`config.mk`:
```
export PLATFORM = sky130hd
export DESIGN_NAME = sq_driver
export DESIGN_NICKNAME = d
export VERILOG_FILES = /design/src/rtl/sq_pkg.sv /design/src/rtl/sq_model.sv /design/src/rtl/sq_driver.sv
export SDC_FILE = /design/constraint.sdc
export NUM_CORES = 1
export LEC_CHECK = 0
export BUFFER_PORTS_ARGS = -buffer_cell sky130_fd_sc_hd__buf_2
export CAP_MARGIN = 20
export CORE_UTILIZATION = 44
export CTS_CLUSTER_DIAMETER = 120
export DETAILED_ROUTE_END_ITERATION = 6
export GPL_TIMING_DRIVEN = 0
export PLACE_DENSITY = 0.76
export RECOVER_POWER = 25
export SETUP_SLACK_MARGIN = 0.1
export SLEW_MARGIN = 20
export SYNTH_ARGS = -nofsm -noshare
export SYNTH_HDL_FRONTEND = slang
export SYNTH_SLANG_ARGS = --single-unit
```
`constraint.sdc`:
```
create_clock -name clk -period 1.5 [get_ports clk]
set_clock_uncertainty 0.1 [all_clocks]
set_input_delay 0.3 -clock clk [delete_from_list [all_inputs] [get_ports clk]]
set_output_delay 0.3 -clock clk [all_outputs]
set_load 0.01 [all_outputs]
```
`src/rtl/sq_pkg.sv`:
```
// sq_pkg: shared definitions for the sq_driver stimulus/check block.
//   state_t      - driver FSM state encoding (IDLE/SEND/DONE)
//   SYM_W        - bits per (a,b) symbol
//   DEFAULT_SYMS - default maximum symbols per burst
//   A_BIT/B_BIT  - position of a and b inside one symbol
//   eff_len()    - maps a requested burst length to the one actually sent
package sq_pkg;

   typedef enum logic [1:0] {
      IDLE = 2'd0,
      SEND = 2'd1,
      DONE = 2'd2
   } state_t;

   localparam int SYM_W        = 2;
   localparam int DEFAULT_SYMS = 8;
   localparam int A_BIT        = 1;
   localparam int B_BIT        = 0;

   // A length of zero, or one larger than the burst capacity, means "full burst".
   function automatic logic [3:0] eff_len(input logic [3:0] len, input logic [3:0] max_len);
      if ((len == 4'd0) || (len > max_len)) begin
         return max_len;
      end
      return len;
   endfunction

endpackage

```
`src/rtl/sq_model.sv`:
```
// sq_model: cycle-accurate reference of the two-flop sq_circuit machine.
// Ports:
//   clk, rst      - clock and asynchronous active-high reset (state -> 00)
//   a, b          - the same registered inputs the real machine receives
//   advance       - when high, state follows the machine's next-state logic
//   exp_y, exp_z  - outputs the real machine should present this cycle
module sq_model
   import sq_pkg::*;
(
   input  logic clk,
   input  logic rst,
   input  logic a,
   input  logic b,
   input  logic advance,
   output logic exp_y,
   output logic exp_z
);

   logic q1;
   logic q2;
   logic d1;
   logic d2;

   always_comb begin
      d1    = a | (b & ~q2);
      d2    = ~d1 & q1;
      exp_y = q1;
      exp_z = (b & ~q2) | ~q1;
   end

   always_ff @(posedge clk or posedge rst) begin
      if (rst) begin
         q1 <= 1'b0;
         q2 <= 1'b0;
      end else if (advance) begin
         q1 <= d1;
         q2 <= d2;
      end
   end

endmodule

```
`src/rtl/sq_driver.sv`:
```
// sq_driver: accepts a packed burst of (a,b) symbols and drives it onto the
// sq_circuit machine one symbol per clock, optionally checking y/z against an
// embedded model of the machine.
//
// Build option: define SQ_DRIVER_CHECK_EN to include the model and comparator.
// Without it err/err_cnt stay 0 and y/z are ignored; sequencing is identical.
//
// Handshake: a burst transfers on a rising edge where in_valid and in_ready are
// both high. in_ready is high only in IDLE, so in_valid is ignored elsewhere;
// the requester may hold in_valid and in_data/in_len steady until accepted.
//
// Ports:
//   clk, rst    - clock, asynchronous active-high reset
//   in_valid    - burst request
//   in_ready    - driver idle and able to accept a burst
//   in_data     - symbols, symbol i at [2i+1:2i] (a at 2i+1, b at 2i)
//   in_len      - symbol count, 0 or > SYMS means SYMS
//   a, b        - registered drive to the machine
//   y, z        - machine outputs
//   busy        - burst symbols being driven
//   done        - one-cycle pulse after the last symbol
//   err         - sticky mismatch flag for the current burst
//   err_cnt     - saturating mismatch count for the current burst
//   state_dbg   - current FSM state
module sq_driver
   import sq_pkg::*;
#(
   parameter int SYMS  = DEFAULT_SYMS,
   parameter int CNT_W = 8
) (
   input  logic                  clk,
   input  logic                  rst,
   input  logic                  in_valid,
   output logic                  in_ready,
   input  logic [SYM_W*SYMS-1:0] in_data,
   input  logic [3:0]            in_len,
   output logic                  a,
   output logic                  b,
   input  logic                  y,
   input  logic                  z,
   output logic                  busy,
   output logic                  done,
   output logic                  err,
   output logic [CNT_W-1:0]      err_cnt,
   output state_t                state_dbg
);

   localparam int         DW     = SYM_W * SYMS;
   localparam logic [3:0] SYMS_L = 4'(SYMS);

   state_t          state;
   state_t          state_n;
   logic [DW-1:0]   pend;      // symbols not yet placed on a/b, next one in the low bits
   logic [3:0]      left;      // symbols still to drive after the current one
   logic            last;
   logic            mismatch;

   assign last      = (left == 4'd0);
   assign state_dbg = state;

`ifdef SQ_DRIVER_CHECK_EN
   logic exp_y;
   logic exp_z;

   // The model runs every cycle, including the idle 00 drive between bursts,
   // so it stays in lockstep with the machine which shares clk/rst.
   sq_model u_model (
      .clk     (clk),
      .rst     (rst),
      .a       (a),
      .b       (b),
      .advance (1'b1),
      .exp_y   (exp_y),
      .exp_z   (exp_z)
   );

   // One mismatch per symbol even if both outputs are wrong.
   assign mismatch = (state == SEND) & ((y ^ exp_y) | (z ^ exp_z));
`else
   logic unused_yz;
   assign unused_yz = y ^ z;
   assign mismatch  = 1'b0;
`endif

   // State register
   always_ff @(posedge clk or posedge rst) begin
      if (rst) begin
         state <= IDLE;
      end else begin
         state <= state_n;
      end
   end

   // Next state and state-decoded outputs
   always_comb begin
      state_n  = state;
      in_ready = 1'b0;
      busy     = 1'b0;
      done     = 1'b0;
      case (state)
         IDLE: begin
            in_ready = 1'b1;
            if (in_valid) begin
               state_n = SEND;
            end
         end
         SEND: begin
            busy = 1'b1;
            if (last) begin
               state_n = DONE;
            end
         end
         DONE: begin
            done    = 1'b1;
            state_n = IDLE;
         end
         default: begin
            state_n = IDLE;
         end
      endcase
   end

   // Symbol drive and mismatch accounting
   always_ff @(posedge clk or posedge rst) begin
      if (rst) begin
         a       <= 1'b0;
         b       <= 1'b0;
         pend    <= '0;
         left    <= 4'd0;
         err     <= 1'b0;
         err_cnt <= '0;
      end else begin
         case (state)
            IDLE: begin
               a <= 1'b0;
               b <= 1'b0;
               if (in_valid) begin
                  // Symbol 0 goes straight onto a/b; the rest wait in pend.
                  a       <= in_data[A_BIT];
                  b       <= in_data[B_BIT];
                  pend    <= in_data >> SYM_W;
                  left    <= eff_len(in_len, SYMS_L) - 4'd1;
                  err     <= 1'b0;
                  err_cnt <= '0;
               end
            end
            SEND: begin
               if (mismatch) begin
                  err <= 1'b1;
                  if (err_cnt != {CNT_W{1'b1}}) begin
                     err_cnt <= err_cnt + 1'b1;
                  end
               end
               if (last) begin
                  a <= 1'b0;
                  b <= 1'b0;
               end else begin
                  a    <= pend[A_BIT];
                  b    <= pend[B_BIT];
                  pend <= pend >> SYM_W;
                  left <= left - 4'd1;
               end
            end
            default: begin
               a <= 1'b0;
               b <= 1'b0;
            end
         endcase
      end
   end

endmodule

```
**Yosys cells after proc, flatten, opt, wreduce, memory -nomap -nowiden**

Cells that the tools add are included.

- Output and inout port bits: 16
- Register bits: 24
- Word-level logic and storage cells: 45

- Multiplexer cells: 25
- Magnitude comparators: 1
- Reduce and logical (&&, ||, !) cells: 7
- Add/sub/neg operators: 2
- Equal/unequal tests: 5

Operator list:

| kind | number |
|---|---|
| $mux 16 | 2 |
| $pmux 16 s2 | 1 |
| $mux 4 | 6 |
| $mux 1 | 10 |
| $logic_not 4->1 | 2 |
| $pmux 4 s2 | 1 |
| $sub 4x1->4 const B | 2 |
| $ne 2x2->1 const B | 3 |
| $gt 4x4->1 const B | 1 |
| $mux 2 | 2 |
| $pmux 1 s2 | 2 |
| $pmux 2 s2 | 1 |
| $reduce_and 3->1 | 1 |
| $eq 2x1->1 const B | 1 |
| $eq 2x2->1 const B | 1 |
| $logic_not 2->1 | 1 |
| $reduce_and 2->1 | 1 |
| $reduce_bool 2->1 | 1 |
| $logic_or 1x1->1 | 1 |

**Longest topological paths before layout**

Gate-level depths: netlist of run 1.

- Depth after elaboration: 11
- Depth in mapped cells: 5
- Mapped depth without buffers: 5

**Worst setup path before layout of run 1**

OpenSTA, ideal clock, no wires.

- Kind: register to register
- From: register state[0], in the netlist state_dbg[0]
- To: register left[1]
- Library setup time: 121 ps
- Buffers on the path: 1
- Path slack: -46 ps
- Arrival: 1325 ps
- Cell stages (with the launch flop): 6
- Required time: 1279 ps
- Cell sequence: dfrtp_1 -> or3b_4 -> o21ai_4 -> buf_8 -> nand2_2 -> a22o_1

- Longest elaborated chain between the ends: 3
- Elaborated cells on any way between the ends: 7

RTL lines:

| what | RTL line | text |
|---|---|---|
| start: declaration | sq_driver.sv:51 | `state_t state;` |
| start signal: assignment | sq_driver.sv:90 | `state <= state_n;` |
| $eq 2x1->1 or $logic_not 2->1 (tied branches) | sq_driver.sv:133 | `case (state)` |
| $ne 2x2->1 (no source line) or $reduce_bool 2->1 (tied branches) | - |  |
| $reduce_and 3->1 (no source line) | - |  |
| end signal: assignment | sq_driver.sv:142 | `left <= eff_len(in_len, SYMS_L) - 4'd1;` |
| end signal: assignment | sq_driver.sv:161 | `left <= left - 4'd1;` |
| end: declaration | sq_driver.sv:54 | `logic [3:0] left;` |

Parallel ways exist; a longest one is shown, timed or not.
A chain may end at the register's enable or synchronous reset.

**Final worst setup path of run 1**

- From: register state[0], in the netlist state_dbg[0]
- To: register pend[3]

- Longest elaborated chain between the ends: 3
- Elaborated cells on any way between the ends: 7

RTL lines:

| what | RTL line | text |
|---|---|---|
| $eq 2x1->1 or $logic_not 2->1 (tied branches) | sq_driver.sv:133 |  |
| $ne 2x2->1 (no source line) or $reduce_bool 2->1 (tied branches) | - |  |
| $reduce_and 3->1 (no source line) | - |  |
| end signal: assignment | sq_driver.sv:141 | `pend <= in_data >> SYM_W;` |
| end signal: assignment | sq_driver.sv:160 | `pend <= pend >> SYM_W;` |
| end: declaration | sq_driver.sv:53 | `logic [DW-1:0] pend;` |

Parallel ways exist; a longest one is shown, timed or not.

==> results.toml, run 1 <==
[synthesis]
netlist_area_sq_um = 1180
synthAdderAreaFrac = 0
synth_top_family_by_area = "simple AND/OR/NAND/NOR gates"
synth_edf_count = 0
syn_area_per_cell_sq_um = 9.08
ys_warn_count = 0
synthXorXnorAreaFrac = 0.0148
yosys.area_share.simple = 0.247
seq_area_frac_synth = 0.467
synth-main-ff-cell = "dfrtp_1"
synth-async-reset-ratio = 1.00
synth_mux_area_frac = 0.0180
synth_cell_types = 31
synth_cells = 130
ys_ff_latch = 22
synth_compound_area_frac = 0.142

[global_routing]
grt_overflow = 0
grt_pass1_wl_mm = 4.42
grt_pass1_vias = 963
grt_usage = 0.213
grt_max_degree = 23
antenna_found_initial = 0

[run]
maxCapViolCount = 0

[floorplan]
die-area_sq_um = 2890
die_y_microns = 53.8
die_x_microns = 53.8
start_util = 0.472
pin_count = 41
rows = 18
core-area_sq_um = 2500

[cells_and_area]
area_growth_pct = 45.0
seq_area_sq_um = 552
nets = 211
design_area_sq_um = 1710
fin_cells = 215
drive_gt1_frac = 0.405
antenna_cells = 0
fillCellCount = 183
utilization = 0.684
multi_input_area_sq_um = 571

[routing]
viasPerCell = 5.08
dr.first_iter.drc_count = 28
ant_nets = 0
via_count = 1092
drc = 0
drt-total-wl_mm = 2.92
wire_per_inst_microns = 13.6
first_pass_iters = 4

[setup_path]
critPathArrivalTime_ns = 1.77
cp_num_buf_inv = 3
critPathRequiredTime_ns = 1.61
worst_r2r_startpoint = "state_dbg[0]"
critPathMaxFanout = 10
path_common_cell = "buf_6"
worst_r2r_path_depth = 6
rr_endpoint = "pend[3]"
worstSetupPathDepth = 6
crit_path_end_kind = "flop"
crit_chain = "buf_6, or3b_4, o21ai_4, buf_8, buf_6, a31oi_1"
start_kind = "flop"
crit_path_top_delay_cell = "dfrtp_2"
slowest_delay_ns = 0.44
crit_family = "flip-flops"
r2r_slack_ns = -0.16
worstSetupPathType = "reg -> reg"

[power]
p_leak_nw = 0.832
power_mw = 4.07
ir_drop_mv = 1.61
p_per_area_nw_per_um2 = 2380

[clock_network]
htree_levels = 1
clock_path_buffers = 2
cts.sinks = 22
root_buffer = "clkbuf_4"
numCtsBuffers = 3
clk_latency_ns = 0.31
cts.clk_slew.worst_paths_ns = 0.14
postCtsHoldBufs = 0
cts_tree = "done"

[timing]
maxSlewViolCount = 0
setup_tns_ns = -2.39
relSlewSlack = 0.452
grt_setup_unrepaired = "yes"
worst_hold_slack_ns = 0.0214
period_minus_slack_ns = 1.66
setup_viol = 19
tightest_slew_ns = 0.821
max_freq_ghz = 0.602
finalCritPeriodShare = 1.11
final-hold-violation-count = 0
setup_slack_ns = -0.160

[run_status]
violations = "negative setup slack"
status = "finished with violations"

[place]
hpwl_mm = 1.76
dpl.cell_count = 197
io_buffers = 29
placed_area_sq_um = 1400
place_congestion = 0.762
post-place-ws_ns = -0.0996

[hold_path]
hold_path.class = "in -> async"
-- kinds of logic after synthesis --
family	count (synthesis)
AO/OA/AOI/OAI	24
XOR/XNOR	2
buffers and inverters	17
flip-flops	22
multiplexers	2
other	1
AND/OR/NAND/NOR	62
-- how the worst max path moves through the flow --
stage	start	to	slack, ns
2_1_floorplan	state_dbg[1]	left[1]	-0.01
3_3_place_gp	state_dbg[1]	busy	-0.08
3_5_place_dp	state_dbg[1]	busy	-0.1
4_1_cts	state_dbg[0]	left[1]	-0.16
5_1_grt	state_dbg[1]	pend[3]	-0.21
6_report	state_dbg[0]	pend[3]	-0.16
-- cell usage in the layout, fill, tap and decap left out, drive strengths merged --
cell,instances
a21oi,2
xnor2,2
or3b,1
conb,9
dfrtp,22
and2,2
bufinv,1
mux2,1
nor3,3
and2b,1
clkinv,1
nand2b,3
mux2i,1
nor4,1
nand2,30
a22o,3
inv,1
buf,55
nor2b,1
o21ai,4
o31ai,1
nor2,19
clkbuf,6
nand3,1
a32o,1
o21bai,1
a31oi,12
-- registers in the layout, indices dropped and copies added, names as in the netlist --
register / cells
a: 1
b: 1
left: 4
pend: 14
state_dbg: 2
-- power breakdown --
part / switching [mW] / internal (mW)
logic: 1.15 / 1.34
clock network: 0.192 / 0.270
registers: 0.218 / 0.901
total: 1.56 / 2.51
-- Yosys cell counts (2+ instances only) --
cell type / n / area share
a21oi_1: 2 / 0.0085
a22o_1: 3 / 0.022
a31oi_1: 12 / 0.064
and2_1: 2 / 0.011
buf_2: 3 / 0.013
buf_4: 9 / 0.057
buf_6: 2 / 0.019
dfrtp_1: 22 / 0.47
nand2_1: 29 / 0.092
nand2b_1: 2 / 0.011
nor2_1: 19 / 0.060
nor3_1: 3 / 0.013
o21ai_0: 3 / 0.013
xnor2_1: 2 / 0.015
-- final cells by class --
| class | instances | share of cell area |
|---|---|---|
| multi-input combinational | 99 | 0.334 |
| sequential | 22 | 0.323 |
| timing repair buffer | 43 | 0.195 |
| buffer | 15 | 0.0885 |
| tap | 30 | 0.0219 |
| clock inverter | 1 | 0.0176 |
| clock buffer | 3 | 0.0132 |
| inverter | 2 | 0.00732 |
-- timing repair --
action / CTS / global route
setup buffers: 10 / 1
setup endpoints to repair: 25 / 26
gates resized for setup: 12 / 18
pin swaps: 3 / 6
endpoints found under the hold margin: 0 / 0
gates cloned: 1 / 2
-- metal layers --
| layer | vias up | track usage | routed length (microns) |
|---|---|---|---|
| met5 | - | 0 | 0 |
| met4 | 0 | 0.0614 | 43 |
| met3 | 4 | 0.0282 | 162 |
| met2 | 48 | 0.356 | 1480 |
| met1 | 512 | 0.285 | 1240 |
| li1 | 528 | - | - |
Note: power is estimated with default switching activity, not from simulation.
==> run 2: changes to the inputs <==
- ABC_AREA: not set -> 1
- CORE_UTILIZATION: 44 -> 45
- PLACE_DENSITY: 0.76 -> 0.77
==> results.toml, run 2 <==
[global_routing]
grt_overflow = 0
grt_usage = 0.179
grt_pass1_vias = 1041
grt_pass1_wl_mm = 4.40
grt_max_degree = 23
antenna_found_initial = 0

[synthesis]
synth_edf_count = 0
yosys.area.top_type = "dfrtp_1"
synth-main-ff-cell = "dfrtp_1"
synth_cells = 156
synth_commonest_cells = "42 x nand2_1, 22 x dfrtp_1, 22 x inv_1, 13 x o21ai_0, 11 x o21ai_2"
ys_ff_latch = 22
ys_warn_count = 0
synth-async-reset-ratio = 1.00
seq_area_frac_synth = 0.424
synth_cell_types = 21
synth_area_leaders = "dfrtp_1 42%, nand2_1 12%, o21ai_2 7.4%"
yosysMostFrequentCell = "nand2_1"
netlist_area_sq_um = 1300
synth_top_area_frac = 0.424
syn_area_per_cell_sq_um = 8.32

[power]
p_switching_mw = 1.67
sequentialPowerShare = 0.261
p_per_area_nw_per_um2 = 2310
power_report.internal_total_mw = 2.12
comb_power_share = 0.654
p_leak_nw = 0.892
switching_share = 0.440
ir_drop_mv = 1.76
pwr-share-clk = 0.084

[cells_and_area]
antenna_cells = 0
area_growth_pct = 26.4
top_register = "pend"
drive_gt1_frac = 0.397
largest_register_ffs = 14
nets = 230
final_common_cell = "nand2_1"
mostFrequentLayoutCells = "40 x nand2_1, 29 x buf_2, 22 x inv_1, 20 x dfrtp_1, 15 x buf_4"
fillCellCount = 260
fin_cells = 235

[setup_path]
critPathMaxFanout = 6
crit_path_end_kind = "output pin"
critPathArrivalTime_ns = 1.08
start_kind = "flop"
critPathRequiredTime_ns = 1.10
worstSetupPathType = "reg -> out"

[timing]
final-hold-violation-count = 0
setup_tns_ns = 0
relSlewSlack = 0.467
period_minus_slack_ns = 1.48
grt_setup_unrepaired = "yes"
maxSlewViolCount = 0
setup_viol = 0
max_freq_ghz = 0.674
setup_slack_ns = 0.0164
worst_hold_slack_ns = 0.0226
finalCritPeriodShare = 0.989
tightest_slew_ns = 0.799

[clock_network]
cts.sinks = 22
clk_latency_ns = 0.30
clock_path_buffers = 2
numCtsBuffers = 3
cts.clk_slew.worst_paths_ns = 0.12
root_buffer = "clkbuf_4"
cts_tree = "done"
htree_levels = 1

[floorplan]
die_x_microns = 55.7
start_util = 0.475
die-area_sq_um = 3100
die_y_microns = 55.7
rows = 19
core-area_sq_um = 2730
pin_count = 41

[routing]
viasPerCell = 4.72
first_pass_iters = 4
drt-total-wl_mm = 2.53
wire_per_inst_microns = 10.8
ant_nets = 0
via_count = 1109
dr.first_iter.drc_count = 32
drc = 0

[run]
maxCapViolCount = 0

[place]
io_buffers = 29
hpwl_mm = 1.78
dpl.cell_count = 224
post-place-ws_ns = 0.0741
place_congestion = 0.753

[hold_path]
hold_path.class = "in -> async"

[run_status]
status = "complete, no violations"
-- run 2: changes by cell type in the layout (fill, tap and decap cells not counted), moves of 7 or more --
cell,delta
a31oi_1,-12
buf_6,-7
inv_1,+21
nand2_1,+11
nand3_1,+8
nor2_1,-14
o21ai_0,+9
o21ai_1,+7
o21ai_2,+11
-- run 2: critical path: stages (launching register included) --
cell and delay [ns]:
dfrtp_2 0.47, buf_6 0.13, nor2_4 0.08, buf_6 0.10
-- run 2: through the flow --
stage	util	area, sq um	power, mW
2_1_floorplan	-	1330	2.76
3_3_place_gp	0.555	1520	3.15
3_5_place_dp	0.555	1520	3.19
4_1_cts	0.595	1630	3.74
5_1_grt	0.600	1640	4.14
6_report	0.600	1640	3.79
-- run 2: final cells by class --
cell class	count	area, sq um	area share
Multi-Input combinational cell	104	564	0.344
Sequential cell	22	553	0.337
Timing Repair Buffer	36	208	0.127
Buffer	15	154	0.0938
Inverter	23	86.3	0.0526
Tap cell	31	38.8	0.0236
Clock buffer	4	36.3	0.0221
-- run 2: metal layers --
| layer | global-route usage | wire [microns] |
|---|---|---|
| met3 | 0.0302 | 107 |
| met1 | 0.233 | 1080 |
| met5 | 0 | 0 |
| met2 | 0.312 | 1320 |
| met4 | 0.0429 | 23 |
-- run 2: cell families (layout without fill, tap and decap cells) --
group / count (synthesis) / in the layout / synth area share
other: 1 / 9 / 0.00289
AO/OA/AOI/OAI: 31 / 31 / 0.152
buffers and inverters: 38 / 78 / 0.179
AND/OR/NAND/NOR: 64 / 64 / 0.241
flip-flops: 22 / 22 / 0.424
-- run 2: power by group through the flow --
stage | registers (mW) | logic, mW | clock network (mW)
4_1_cts | 0.985 | 2.42 | 0.329
6_report | 0.991 | 2.48 | 0.320
3_5_place_dp | 1.00 | 2.19 | 0
3_3_place_gp | 0.997 | 2.15 | 0
5_1_grt | 1.02 | 2.77 | 0.354
2_1_floorplan | 1.00 | 1.76 | 0
-- run 2: final timing paths --
| kind | startpoint | endpoint | slack, ns | cells after the start |
|---|---|---|---|---|
| min | rst | pend[2] | 0.02 | 2 |
| max | state_dbg[0] | in_ready | 0.02 | 3 |
| min reg2reg | pend[5] | pend[5] | 0.43 | 2 |
| max reg2reg | state_dbg[0] | pend[3] | 0.07 | 8 |
| max in group asynchronous | rst | state_dbg[1] | 0.73 | 2 |
| min in group clk | in_data[0] | b | 0.13 | 3 |
-- run 2: repair_timing --
| action | 4_1_cts | 5_1_grt |
|---|---|---|
| setup buffers | 7 | 0 |
| endpoints found under the setup margin | 14 | 22 |
| hold buffers | 0 | 0 |
| gates resized for setup | 6 | 5 |
| pin swaps | 2 | 2 |
==> run 3: changes to the inputs <==
- SETUP_SLACK_MARGIN: 0.1 -> 0.15
- SYNTH_HIERARCHICAL: not set -> 1
==> results.toml, run 3 <==
[place]
io_buffers = 29
hpwl_mm = 1.85
placed_area_sq_um = 1520
place_congestion = 0.778
dpl.cell_count = 224

[routing]
wire_per_inst_microns = 11.9
dr.first_iter.drc_count = 20
drc = 0
ant_nets = 0
first_pass_iters = 6
drt-total-wl_mm = 2.88
via_count = 1153
viasPerCell = 4.76

[timing]
final-hold-violation-count = 0
maxSlewViolCount = 0
setup_viol = 0
tightest_slew_ns = 0.807
finalCritPeriodShare = 0.986
grt_setup_unrepaired = "yes"
period_minus_slack_ns = 1.48
worst_hold_slack_ns = 0.0130
relSlewSlack = 0.461
max_freq_ghz = 0.676

[cells_and_area]
largest_register_ffs = 14
final_common_cell = "nand2_1"
fin_cells = 242
seq_area_sq_um = 553
drive_gt1_frac = 0.488
area_growth_pct = 41.6
design_area_sq_um = 1840
multi_input_area_sq_um = 614
antenna_cells = 0
fillCellCount = 235
top_register = "pend"
utilization = 0.672
nets = 237
mostFrequentLayoutCells = "30 x nand2_1, 27 x buf_2, 21 x inv_1, 20 x dfrtp_1, 17 x buf_4"

[floorplan]
rows = 19
start_util = 0.475
die_y_microns = 55.7
die_x_microns = 55.7
pin_count = 41
core-area_sq_um = 2730
die-area_sq_um = 3100

[global_routing]
grt_pass1_wl_mm = 4.69
grt_max_degree = 23
grt_overflow = 0
antenna_found_initial = 0
grt_pass1_vias = 1073
grt_usage = 0.197

[synthesis]
synthAdderAreaFrac = 0
synth-main-ff-cell = "dfrtp_1"
synth_top_family_by_area = "simple AND/OR/NAND/NOR gates"
synth-async-reset-ratio = 1.00
seq_area_frac_synth = 0.424
synth_mux_area_frac = 0
yosys.area.top_type = "dfrtp_1"
synth_cell_types = 21
yosys.area_share.simple = 0.241
synthXorXnorAreaFrac = 0
yosysMostFrequentCell = "nand2_1"
synth_area_leaders = "dfrtp_1 42%, nand2_1 12%, o21ai_2 7.4%"
syn_area_per_cell_sq_um = 8.32
synth_compound_area_frac = 0.152
synth_commonest_cells = "42 x nand2_1, 22 x dfrtp_1, 22 x inv_1, 13 x o21ai_0, 11 x o21ai_2"
synth_cells = 156
synth_edf_count = 0
ys_ff_latch = 22
netlist_area_sq_um = 1300
ys_warn_count = 6
synth_top_area_frac = 0.424

[setup_path]
crit_chain = "inv_4, nor2_1, buf_2"
slowest_delay_ns = 0.49
critPathArrivalTime_ns = 1.08
critPathRequiredTime_ns = 1.10
rr_endpoint = "pend[5]"
worst_r2r_startpoint = "state_dbg[0]"
start_kind = "flop"
worstSetupPathType = "reg -> out"
worst_r2r_path_depth = 8
r2r_slack_ns = 0.04
crit_path_end_kind = "output pin"
critPathMaxFanout = 4
crit_path_top_delay_cell = "dfrtp_2"

[clock_network]
cts.clk_slew.worst_paths_ns = 0.13
clock_path_buffers = 2
cts.sinks = 22
htree_levels = 1
clk_latency_ns = 0.31
cts_tree = "done"
numCtsBuffers = 3
postCtsHoldBufs = 0
root_buffer = "clkbuf_4"

[power]
p_leak_nw = 0.977
p_per_area_nw_per_um2 = 2580
power_mw = 4.74
ir_drop_mv = 1.97

[run]
maxCapViolCount = 0

[hold_path]
hold_path.class = "in -> async"

[run_status]
status = "complete, no violations"
[run 3: changes by cell type in the layout (fill, tap and decap cells not counted), sizes merged]
cell,previous run,this run
bufinv,0,1
buf,51,56
clkbuf,4,5
[run 3: critical path, delay by kind of cell, from the launching register on]
family | cells | cell delay, ns
buffers and inverters | 2 | 0.23
flip-flops | 1 | 0.49
AND/OR/NAND/NOR | 1 | 0.04
[run 3: report_power, final]
part	leakage, nW	total [mW]	switching, mW	internal [mW]
Sequential	0.275	1.01	0.131	0.877
Clock	0.0279	0.457	0.187	0.270
Combinational	0.674	3.27	1.65	1.62
[run 3: area by class of cell]
type,count,area share
well taps,31,0.0211
multi-input cells,104,0.334
plain buffers,15,0.0838
inverters,23,0.0484
clock inverters,1,0.0163
clock buffers,3,0.0123
repair buffers,43,0.183
flip-flops and latches,22,0.301
[run 3: cell families after synthesis]
group / Yosys count
flip-flops: 22
buffers and inverters: 38
other: 1
AO/OA/AOI/OAI: 31
AND/OR/NAND/NOR: 64
[run 3: worst max-delay path by stage]
stage                            start  endpoint  slack (ns)  cells after the start
after floorplan           state_dbg[1]   left[2]        0.16                     10
after global placement    state_dbg[1]   left[2]        0.09                     10
after detailed placement  state_dbg[1]   left[2]         0.1                     10
after CTS                 state_dbg[1]      done        0.02                      3
after global routing      state_dbg[1]      done       -0.02                      3
final                     state_dbg[1]      done        0.02                      3
[run 3: stage by stage]
step / setup WS (ns) / setup TNS (ns)
finish: 0.0208 / 0
global route: -0.0235 / -0.138
CTS: 0.0203 / 0
detailed placement: 0.0952 / 0
global placement: 0.0931 / 0
floorplan: 0.155 / 0
[run 3: timing repair]
item                                    in CTS  in global routing
gates resized for setup                     10                 28
endpoints found under the setup margin      20                 26
setup buffers                                9                  1
pin swaps                                    3                  6
cloned                                       2                  2
[run 3: layer usage]
layer | global-route usage | part of all wire
met2 | 0.341 | 0.52
met3 | 0.0349 | 0.036
met1 | 0.248 | 0.43
met4 | 0.0643 | 0.011
met5 | 0 | 0
